--- src/rtl/pwm_ramp_scheduler.sv ---
// Two-channel ramp scheduler: on each tick, steps each channel's current value toward its target.
// Loads go to a shared dual-PWM value bus, one channel at a time, with round-robin arbitration and a minimum gap between loads.
module pwm_ramp_scheduler #(
    parameter int C_PWM_WIDTH = 24,
    parameter int C_TICK_DIV  = 1000,
    parameter int C_LOAD_GAP  = 16
) (
    input  logic                   clk_i,
    input  logic                   rst_n_i,
    input  logic [C_PWM_WIDTH-1:0] cfg_value_i,
    input  logic [1:0]             cfg_wr_target_i,
    input  logic [1:0]             cfg_wr_step_i,
    output logic [C_PWM_WIDTH-1:0] pwm_value_o,
    output logic [1:0]             pwm_value_load_o,
    output logic                   pwm_rst_o,
    output logic [C_PWM_WIDTH-1:0] cur0_o,
    output logic [C_PWM_WIDTH-1:0] cur1_o,
    output logic [1:0]             ramping_o,
    output logic                   busy_o,
    output logic [1:0]             dbg_state_o
);

    localparam int TW = $clog2(C_TICK_DIV);
    localparam int GW = $clog2(C_LOAD_GAP);
    localparam logic [TW-1:0] LP_TICK_LAST = TW'(C_TICK_DIV - 1);
    localparam logic [GW-1:0] LP_GAP_LAST  = GW'(C_LOAD_GAP - 2);

    typedef enum logic [1:0] {ST_INIT, ST_IDLE, ST_LOAD, ST_GAP} state_t;

    state_t                 r_state;
    state_t                 w_state_next;
    logic [TW-1:0]          r_tick_cnt;
    logic [GW-1:0]          r_gap_cnt;
    logic [C_PWM_WIDTH-1:0] r_target [2];
    logic [C_PWM_WIDTH-1:0] r_step   [2];
    logic [C_PWM_WIDTH-1:0] r_cur    [2];
    logic [C_PWM_WIDTH-1:0] r_value;
    logic [1:0]             r_pending;
    logic                   r_last;
    logic                   r_sel;

    logic                   w_tick;
    logic                   w_gap_done;
    logic                   w_pick;
    logic                   w_enter_load;
    logic [1:0]             w_neq;
    logic [1:0]             w_load_clr;
    logic [1:0]             w_pending_next;
    logic [C_PWM_WIDTH-1:0] w_cur;
    logic [C_PWM_WIDTH-1:0] w_tgt;
    logic [C_PWM_WIDTH-1:0] w_stp;
    logic [C_PWM_WIDTH-1:0] w_diff;
    logic                   w_up;
    logic [C_PWM_WIDTH-1:0] w_next;

    assign w_tick     = (r_tick_cnt == LP_TICK_LAST);
    assign w_gap_done = (r_gap_cnt == LP_GAP_LAST);
    assign w_neq      = {r_cur[1] != r_target[1], r_cur[0] != r_target[0]};
    // Both pending: serve the channel not served last; otherwise serve whichever is pending.
    assign w_pick     = (r_pending == 2'b11) ? ~r_last : r_pending[1];
    assign w_load_clr = (r_state == ST_LOAD) ? (r_sel ? 2'b10 : 2'b01) : 2'b00;
    assign w_pending_next = (r_pending & ~w_load_clr) | ({2{w_tick}} & ~r_pending & w_neq);

    // Magnitude compare against the step keeps the update within [cur, target] at full width.
    assign w_cur  = r_cur[r_sel];
    assign w_tgt  = r_target[r_sel];
    assign w_stp  = r_step[r_sel];
    assign w_up   = (w_tgt > w_cur);
    assign w_diff = w_up ? (w_tgt - w_cur) : (w_cur - w_tgt);
    assign w_next = ((w_stp == '0) || (w_diff <= w_stp)) ? w_tgt
                  : (w_up ? (w_cur + w_stp) : (w_cur - w_stp));

    // The last GAP cycle arbitrates like IDLE so back-to-back loads land exactly C_LOAD_GAP apart.
    always_comb begin
        w_state_next = r_state;
        case (r_state)
            ST_INIT: w_state_next = ST_GAP;
            ST_IDLE: if (|r_pending) w_state_next = ST_LOAD;
            ST_LOAD: w_state_next = ST_GAP;
            ST_GAP:  if (w_gap_done) w_state_next = (|r_pending) ? ST_LOAD : ST_IDLE;
            default: w_state_next = ST_INIT;
        endcase
    end

    assign w_enter_load = (w_state_next == ST_LOAD) && (r_state != ST_LOAD);

    always_ff @(posedge clk_i) begin
        if (!rst_n_i) begin
            r_state   <= ST_INIT;
            r_gap_cnt <= '0;
            r_sel     <= 1'b0;
        end else begin
            r_state   <= w_state_next;
            r_gap_cnt <= ((r_state != ST_GAP) || w_gap_done) ? '0 : r_gap_cnt + GW'(1);
            if (w_enter_load) r_sel <= w_pick;
        end
    end

    always_ff @(posedge clk_i) begin
        if (!rst_n_i) begin
            r_tick_cnt <= '0;
            r_pending  <= 2'b00;
            r_last     <= 1'b1;
            r_value    <= '0;
            for (int n = 0; n < 2; n++) begin
                r_target[n] <= '0;
                r_step[n]   <= '0;
                r_cur[n]    <= '0;
            end
        end else begin
            r_tick_cnt <= w_tick ? '0 : r_tick_cnt + TW'(1);
            r_pending  <= w_pending_next;
            for (int n = 0; n < 2; n++) begin
                if (cfg_wr_target_i[n]) r_target[n] <= cfg_value_i;
                if (cfg_wr_step_i[n])   r_step[n]   <= cfg_value_i;
            end
            if (r_state == ST_LOAD) begin
                r_cur[r_sel] <= w_next;
                r_value      <= w_next;
                r_last       <= r_sel;
            end
        end
    end

    // Strobes and the value bus are gated by reset so an abort takes effect in the same cycle.
    assign pwm_value_load_o = rst_n_i ? w_load_clr : 2'b00;
    assign pwm_value_o      = !rst_n_i ? '0 : ((r_state == ST_LOAD) ? w_next : r_value);
    assign pwm_rst_o        = rst_n_i && (r_state == ST_INIT);
    assign busy_o           = !rst_n_i || (r_state != ST_IDLE);
    assign ramping_o        = rst_n_i ? w_neq : 2'b00;
    assign cur0_o           = r_cur[0];
    assign cur1_o           = r_cur[1];
    assign dbg_state_o      = r_state;

endmodule

--- config.mk ---
export PLATFORM = sky130hd
export DESIGN_NAME = pwm_ramp_scheduler
export DESIGN_NICKNAME = d
export VERILOG_FILES = /design/src/rtl/pwm_ramp_scheduler.sv
export SDC_FILE = /design/constraint.sdc
export NUM_CORES = 1
export LEC_CHECK = 0
export CAP_MARGIN = 40
export CORE_ASPECT_RATIO = 0.75
export CORE_MARGIN = 10
export CORE_UTILIZATION = 40
export DETAILED_ROUTE_END_ITERATION = 7
export GPL_ROUTABILITY_DRIVEN = 0
export MAX_ROUTING_LAYER = met4
export PLACE_DENSITY = 0.61
export SYNTH_ARGS = -nofsm -noshare
export SYNTH_HDL_FRONTEND = slang
export SYNTH_SLANG_ARGS = --single-unit
--- constraint.sdc ---
create_clock -name clk_i -period 17 [get_ports clk_i]
set_input_delay 1.7 -clock clk_i [delete_from_list [all_inputs] [get_ports clk_i]]
set_output_delay 1.7 -clock clk_i [all_outputs]
set_load 0.01 [all_outputs]
==> results of run 1 <==
per-stage QoR:
stage	std cells	hold slack, ns	worst slack (ns)	power [uW]
after global routing	1932	0.495	4.86	2020
after floorplan	1382	0.413	7.69	1170
after CTS	1931	0.462	5.59	1910
after global placement	1893	0.433	6.47	1460
after detailed placement	1899	0.441	6.10	1470
final	1932	0.462	5.25	1940
power groups by stage:
stage / sequential, uW / combinational, uW / clock, uW
floorplan: 572 / 600 / 0
global placement: 586 / 876 / 0
detailed placement: 586 / 882 / 0
CTS: 575 / 889 / 443
global route: 580 / 983 / 463
finish: 578 / 917 / 442
worst max path at each step:
stage / from / to / slack (ns) / cells after the start
after floorplan: flip-flop / pwm_value_o[3] / 7.69 / 32
after global placement: flip-flop / pwm_value_o[4] / 6.47 / 26
after CTS: flip-flop / pwm_value_o[21] / 5.59 / 25
final: flip-flop / pwm_value_o[21] / 5.25 / 25
after detailed placement: flip-flop / pwm_value_o[21] / 6.10 / 25
after global routing: flip-flop / pwm_value_o[21] / 4.86 / 25
layout make-up:
type	instances	area [um2]	area share
Tap cell	442	553	0.0355
Inverter	80	300	0.0193
Sequential cell	189	5230	0.336
Timing Repair Buffer	134	1310	0.0843
Multi-Input combinational cell	1055	7510	0.483
Clock inverter	15	230	0.0148
Clock buffer	17	425	0.0273
layout by cell type (no fill, tap or decap), drive strengths merged, types with 45 or more instances in the layout:
master,count
a21oi,108
and2,55
clkdlybuf4s50,109
dfxtp,45
edfxtp,144
ha,98
inv,91
mux2i,65
nand2,72
nor2,116
o21ai,78
xnor2,58
xor2,52
synthesized netlist by cell type, drive strengths merged, types with 10 or more instances:
master	count
nand2b	11
o21bai	15
xnor2	58
a21o	34
o21ai	78
nor3	27
nand4	20
a21oi	108
nand2	72
mux2	16
nand3	34
o21a	15
xor2	52
nor2b	10
edfxtp	144
inv	79
a211oi	20
dfxtp	45
clkbuf	36
a31oi	10
nor4	20
mux2i	65
nor2	116
ha	98
o211ai	18
o31ai	11
buf	22
and2	55
metal layers:
layer	track usage	share of wire	vias up
li1	-	-	5241
met1	0.335	0.44	5557
met2	0.343	0.42	684
met3	0.0617	0.11	70
met4	0.0593	0.022	0
met5	-	0	-
logic make-up (layout without fill, tap and decap cells):
group / after synthesis / in the layout / synth area share
compound gates: 357 / 357 / 0.176
xor+xnor: 110 / 110 / 0.0725
fa+ha+maj: 101 / 101 / 0.0969
buf+inv: 138 / 246 / 0.0420
flops: 189 / 189 / 0.393
mux: 81 / 81 / 0.0626
simple gates: 406 / 406 / 0.156
registers in the layout, summed over array words and instances, names as in the netlist, 2 cells and up, named ones only:
register,cells
r_tick_cnt,10
r_step,48
r_gap_cnt,4
r_value,24
r_pending,2
r_cur,48
r_target,48
dbg_state_o,2
==> impl_results.md, run 1 <==
- Crit-path slowest cell: buf_4
- H-Tree Depth: 4
- Hold_sp: r_tick_cnt[0]$_SDFF_PP0_
- Post-DRT Antenna Nets: 0
- Syn nets: 1513
- Number of DRC markers in iteration 0: 1655
- P_sw: 858 uW
- Clock root buffer: clkbuf_16
- Leak: 0.00606 uW
- Bufs and invs on worst path: 4
- Cts-stage hold buffer count: 0
- I/O pins: 110
- Post-synth EDFFs: approximately 140
- Remaining DRCs: 0
- Via density per instance: about 6
- Most frequent CP cell: nand2_1
- Syn_area_per_cell: 9.61 um2
- Hold path endpoint: r_tick_cnt[0]$_SDFF_PP0_
- Post-Syn Area: 13300 um2
- Max clock buf depth: 2
- Startpoint Class: flip-flop
- Async SR Flop Fraction: 0
- Dpl hpwl: 39200 um
- DR pass1 iterations: 6
- Setup TNS: 0 ns
- Worst Tran Pin Value: 0.915 ns
- Cell Int Power: roughly 1100 uW
- CTS tree: built
- Max-slew headroom: 0.372
- RSZ-0062 raised after global routing: no
- Vias in the first global route: 10902
- Worst vdd ir: 0.0694 mV
- Worst endpoint data arrival time: approximately 10 ns
- Diode count: 0
- Core area: 32600 um2
- Initial antenna violation count: 0
- Crit end category: primary output
- Clock share of power: 0.228
- DP Area: 14900 um2
- Total vias in the final route: 11552
- Cells after Synth: ~1400
- Die Area: just over 40000 um2
- Num Clock Sinks: 189
- Die W: 230 um
- Hold Path Class: reg -> reg
- Outcome: finished clean
- Cts bufs inserted: 17
- Worst r2r path cells: 24
- Synth cell types: 80
- Max Cap Viol: 0
- Top Family by Delay on Critical Path: simple AND/OR/NAND/NOR gates
- Leading area contributor after synthesis: edfxtp_1
- Max Clk Rate: 0.0851 GHz
- Power per cell area: 124 nW/um2
- Share of the yosys chip area belonging to registers: 0.393
- R2r setup slk: 7.54 ns
- Final Util: 0.477
- Setup CP Type: reg -> out
- Setup violations, final: 0
- Grt ovf: 0
- Yosys warns: 0
- R2r endpoint: r_cur[0][16]$_SDFFCE_PN0P_
- Final min period: 11.75 ns
- GRT Resource Usage Total: 0.241
- Final period util: 0.691
- Yosys reg bits: between 150 and 200
- Final hold vios: 0
- Fraction of layout instances using a drive strength above 1: 0.0698
- Final max-slew violation count: 0
- Cts repair resizes: 0
- Final #Nets: 1608
- Hold path cells: 1
- Worst-Skew Late Latency: between 0.4 and 0.5 ns
- Comb pwr share: 0.473
- WL/cell: around 25 um
- Row cnt: between 50 and 60
- Synth top area share: 0.326
- Die height: 178 um
- Clk slew on worst S/H paths: around 0.090 ns
- Ys flop type: edfxtp_1
- Fillers: 3112
- CP Data Required Time: 15.30 ns
- Total routed wirelength: 49100 um
- IO buf count: 109
- Clock skew: 0.0165 ns
- CP peak stage delay: 0.79 ns
- Largest net degree at the start of global routing: 60
- Synth area leaders: edfxtp_1, ha_1, dfxtp_1, mux2i_1, a21oi_1
- Flop pwr share: 0.298
- Layout area overhead: 17.1%
- Sw frac: 0.443
- Post-route cell area: 15600 um2
- CP Max Fanout: 59
- Post-CTS setup buffers: 0
- First-pass GRT wire length: 72400 um
- Initial Util: 0.407
No activity file was read; power rests on OpenSTA's default activity.
==> run 2, diff against run 1 <==
Settings changed: PLACE_DENSITY 0.61 to 0.63.
Clock period 17 ns to 10.5 ns, I/O delays scaled along.
==> run 2 against run 1 <==
Compared with the run above:
- via count is 1.1% higher
- global-route usage is 0.73 points lower
- combinational power is 67% higher
- register-to-register slack worse by 5.0 ns
- non-clock buffer count is 4 higher
- clock power is 57% higher
- worst hold slack worse by 0.011 ns
- first-iteration DRC count is 7.0% higher
- critical path depth stayed put
- critical path type unchanged
- critical endpoint is now pwm_value_o[5]
==> impl_results.md, run 2 (same netlist as run 1, synthesis figures left out) <==
- Cell Int Power: 1760 uW
- Reg area: approximately 5200 um2
- Area occupied by multi-input gates: 7510 um2
- Diode count: 0
- Max clock buf depth: 2
- Cts-stage hold buffer count: 0
- Setup WS post-layout: 0.735 ns
- Die height: between 150 and 200 um
- Worst vdd ir: 0.104 mV
- Core area: 32600 um2
- Crit end category: primary output
- Final Non-Filler Cells: 1936
- Cts bufs inserted: 17
- Max Clk Rate: 0.102 GHz
- DR pass1 iterations: 6
- Leak: 0.00607 uW
- Number of DRC markers in iteration 0: 1771
- Worst-Skew Late Latency: 0.45 ns
- Top Family by Delay on Critical Path: simple AND/OR/NAND/NOR gates
- Die W: between 200 and 250 um
- Final min period: 9.76 ns
- Total routed wirelength: 48100 um
- Fillers: 3013
- Total vias in the final route: ~12000
- Layout area overhead: 17.2%
- Commonest non-fill, non-tap cells in the layout: edfxtp_1, nor2_1, clkdlybuf4s50_1
- Vias in the first global route: between 10000 and 15000
- Met2 Track Usage GR: 0.337
- CP Max Fanout: 52
- Remaining DRCs: 0
- Num Clock Sinks: between 150 and 200
- Setup CP Type: reg -> out
- WL/cell: 24.9 um
- Clock skew: 0.0145 ns
- Comb pwr share: 0.485
- Final #Nets: 1612
- First-pass GRT wire length: 70200 um
- Cts repair resizes: 0
- Bufs and invs on worst path: 5
- Initial antenna violation count: 0
- Commonest non-fill, non-tap cell in the layout: edfxtp_1
- Via density per instance: 6.03
- Final period util: 0.930
- GRT busiest layer: met2
- CP peak stage delay: 0.63 ns
- H-Tree Depth: 4
- Crit-path slowest cell: clkdlybuf4s50_1
- CP Data Required Time: 9.45 ns
- Setup violations, final: 0
- Initial Util: 0.407
- Clock root buffer: clkbuf_16
- Setup TNS: 0 ns
- I/O pins: 110
- Grt ovf: 0
- Worst endpoint data arrival time: 8.71 ns
- Power per cell area: 202 nW/um2
- Post-CTS setup buffers: 0
- Outcome: finished clean
- Final Power: 3150 uW
- CTS tree: built
- Met1 Track Usage GR: 0.314
- Die Area: 41000 um2
- Fraction of layout instances using a drive strength above 1: 0.0723
- IO buf count: ~110
- Clk slew on worst S/H paths: 0.08 ns
- Hold Path Class: reg -> reg
- Final hold vios: 0
- Largest regs: r_cur: 48 flops, r_step: 48 flops, r_target: 48 flops
- Dpl ws: 1.46 ns
- Max Cap Viol: 0
- Post-Place Cells: roughly 1900
- Flop pwr share: 0.294
- P_sw: 1380 uW
- GRT Resource Usage Total: 0.234
- Met3 Use GR: 0.0648
- Worst Tran Pin Value: 1.06 ns
- Hold Slack: between 0.4 and 0.5 ns
- R2r setup slk: 2.59 ns
- Dpl hpwl: 38300 um
- RSZ-0062 raised after global routing: no
- Sw frac: 0.439
- Post-DRT Antenna Nets: 0
- Largest net degree at the start of global routing: 53
- Startpoint Class: flip-flop
- Clock share of power: 0.221
- Final max-slew violation count: 0
- Row cnt: 57
- Max-slew headroom: 0.285
run 2: path summary, 6_finish.rpt:
kind	end	depth (start not counted)	from
max reg2reg	r_cur[1][16]$_SDFFCE_PN0P_	24	flip-flop
max	pwm_value_o[5]	25	flip-flop
min reg2reg	r_tick_cnt[0]$_SDFF_PP0_	1	r_tick_cnt[0]$_SDFF_PP0_
min	r_tick_cnt[0]$_SDFF_PP0_	1	r_tick_cnt[0]$_SDFF_PP0_
run 2: power groups by stage:
stage | combinational [uW] | sequential (uW) | clock, uW
2_1_floorplan | 972 | 926 | 0
3_3_place_gp | 1440 | 941 | 0
3_5_place_dp | 1450 | 941 | 0
4_1_cts | 1460 | 924 | 695
5_1_grt | 1620 | 930 | 730
6_report | 1530 | 926 | 694
run 2: cell type report:
type / instances / share of cell area
Timing Repair Buffer: 138 / 0.0862
Inverter: 80 / 0.0193
Clock buffer: 18 / 0.0282
Tap cell: 442 / 0.0355
Clock inverter: 14 / 0.0121
Multi-Input combinational cell: 1055 / 0.483
Sequential cell: 189 / 0.336
run 2: worst register-to-register path, cell delays in order, from the launching register on:
cell,delay (ns)
dfxtp_4,0.50
buf_16,0.32
mux2i_1,0.57
inv_1,0.16
ha_1,0.48
nand4_1,0.26
or4_4,0.50
or2_1,0.33
o21a_1,0.37
o311a_1,0.49
o31ai_1,0.38
o21ai_2,0.12
xor2_1,0.17
ha_1,0.32
nand4_1,0.10
nor2_1,0.17
nand2_1,0.07
nor3_1,0.31
a21boi_0,0.25
or4b_1,0.15
buf_4,0.23
nand2_1,0.23
buf_4,0.27
nor4_1,0.77
a211oi_1,0.10
run 2: per-stage QoR:
| stage | util | instance area [um2] |
|---|---|---|
| final | 0.477 | 15600 |
| after global routing | 0.477 | 15600 |
| after CTS | 0.477 | 15600 |
| after detailed placement | 0.458 | 14900 |
| after global placement | 0.456 | 14900 |
| after floorplan | - | 13300 |
run 2: layer usage:
layer | routed length [um] | vias to the layer above
li1 | - | 5242
met2 | 20200 | 762
met1 | 20900 | 5590
met4 | 1360 | 0
met3 | 5690 | 80
met5 | 0 | -
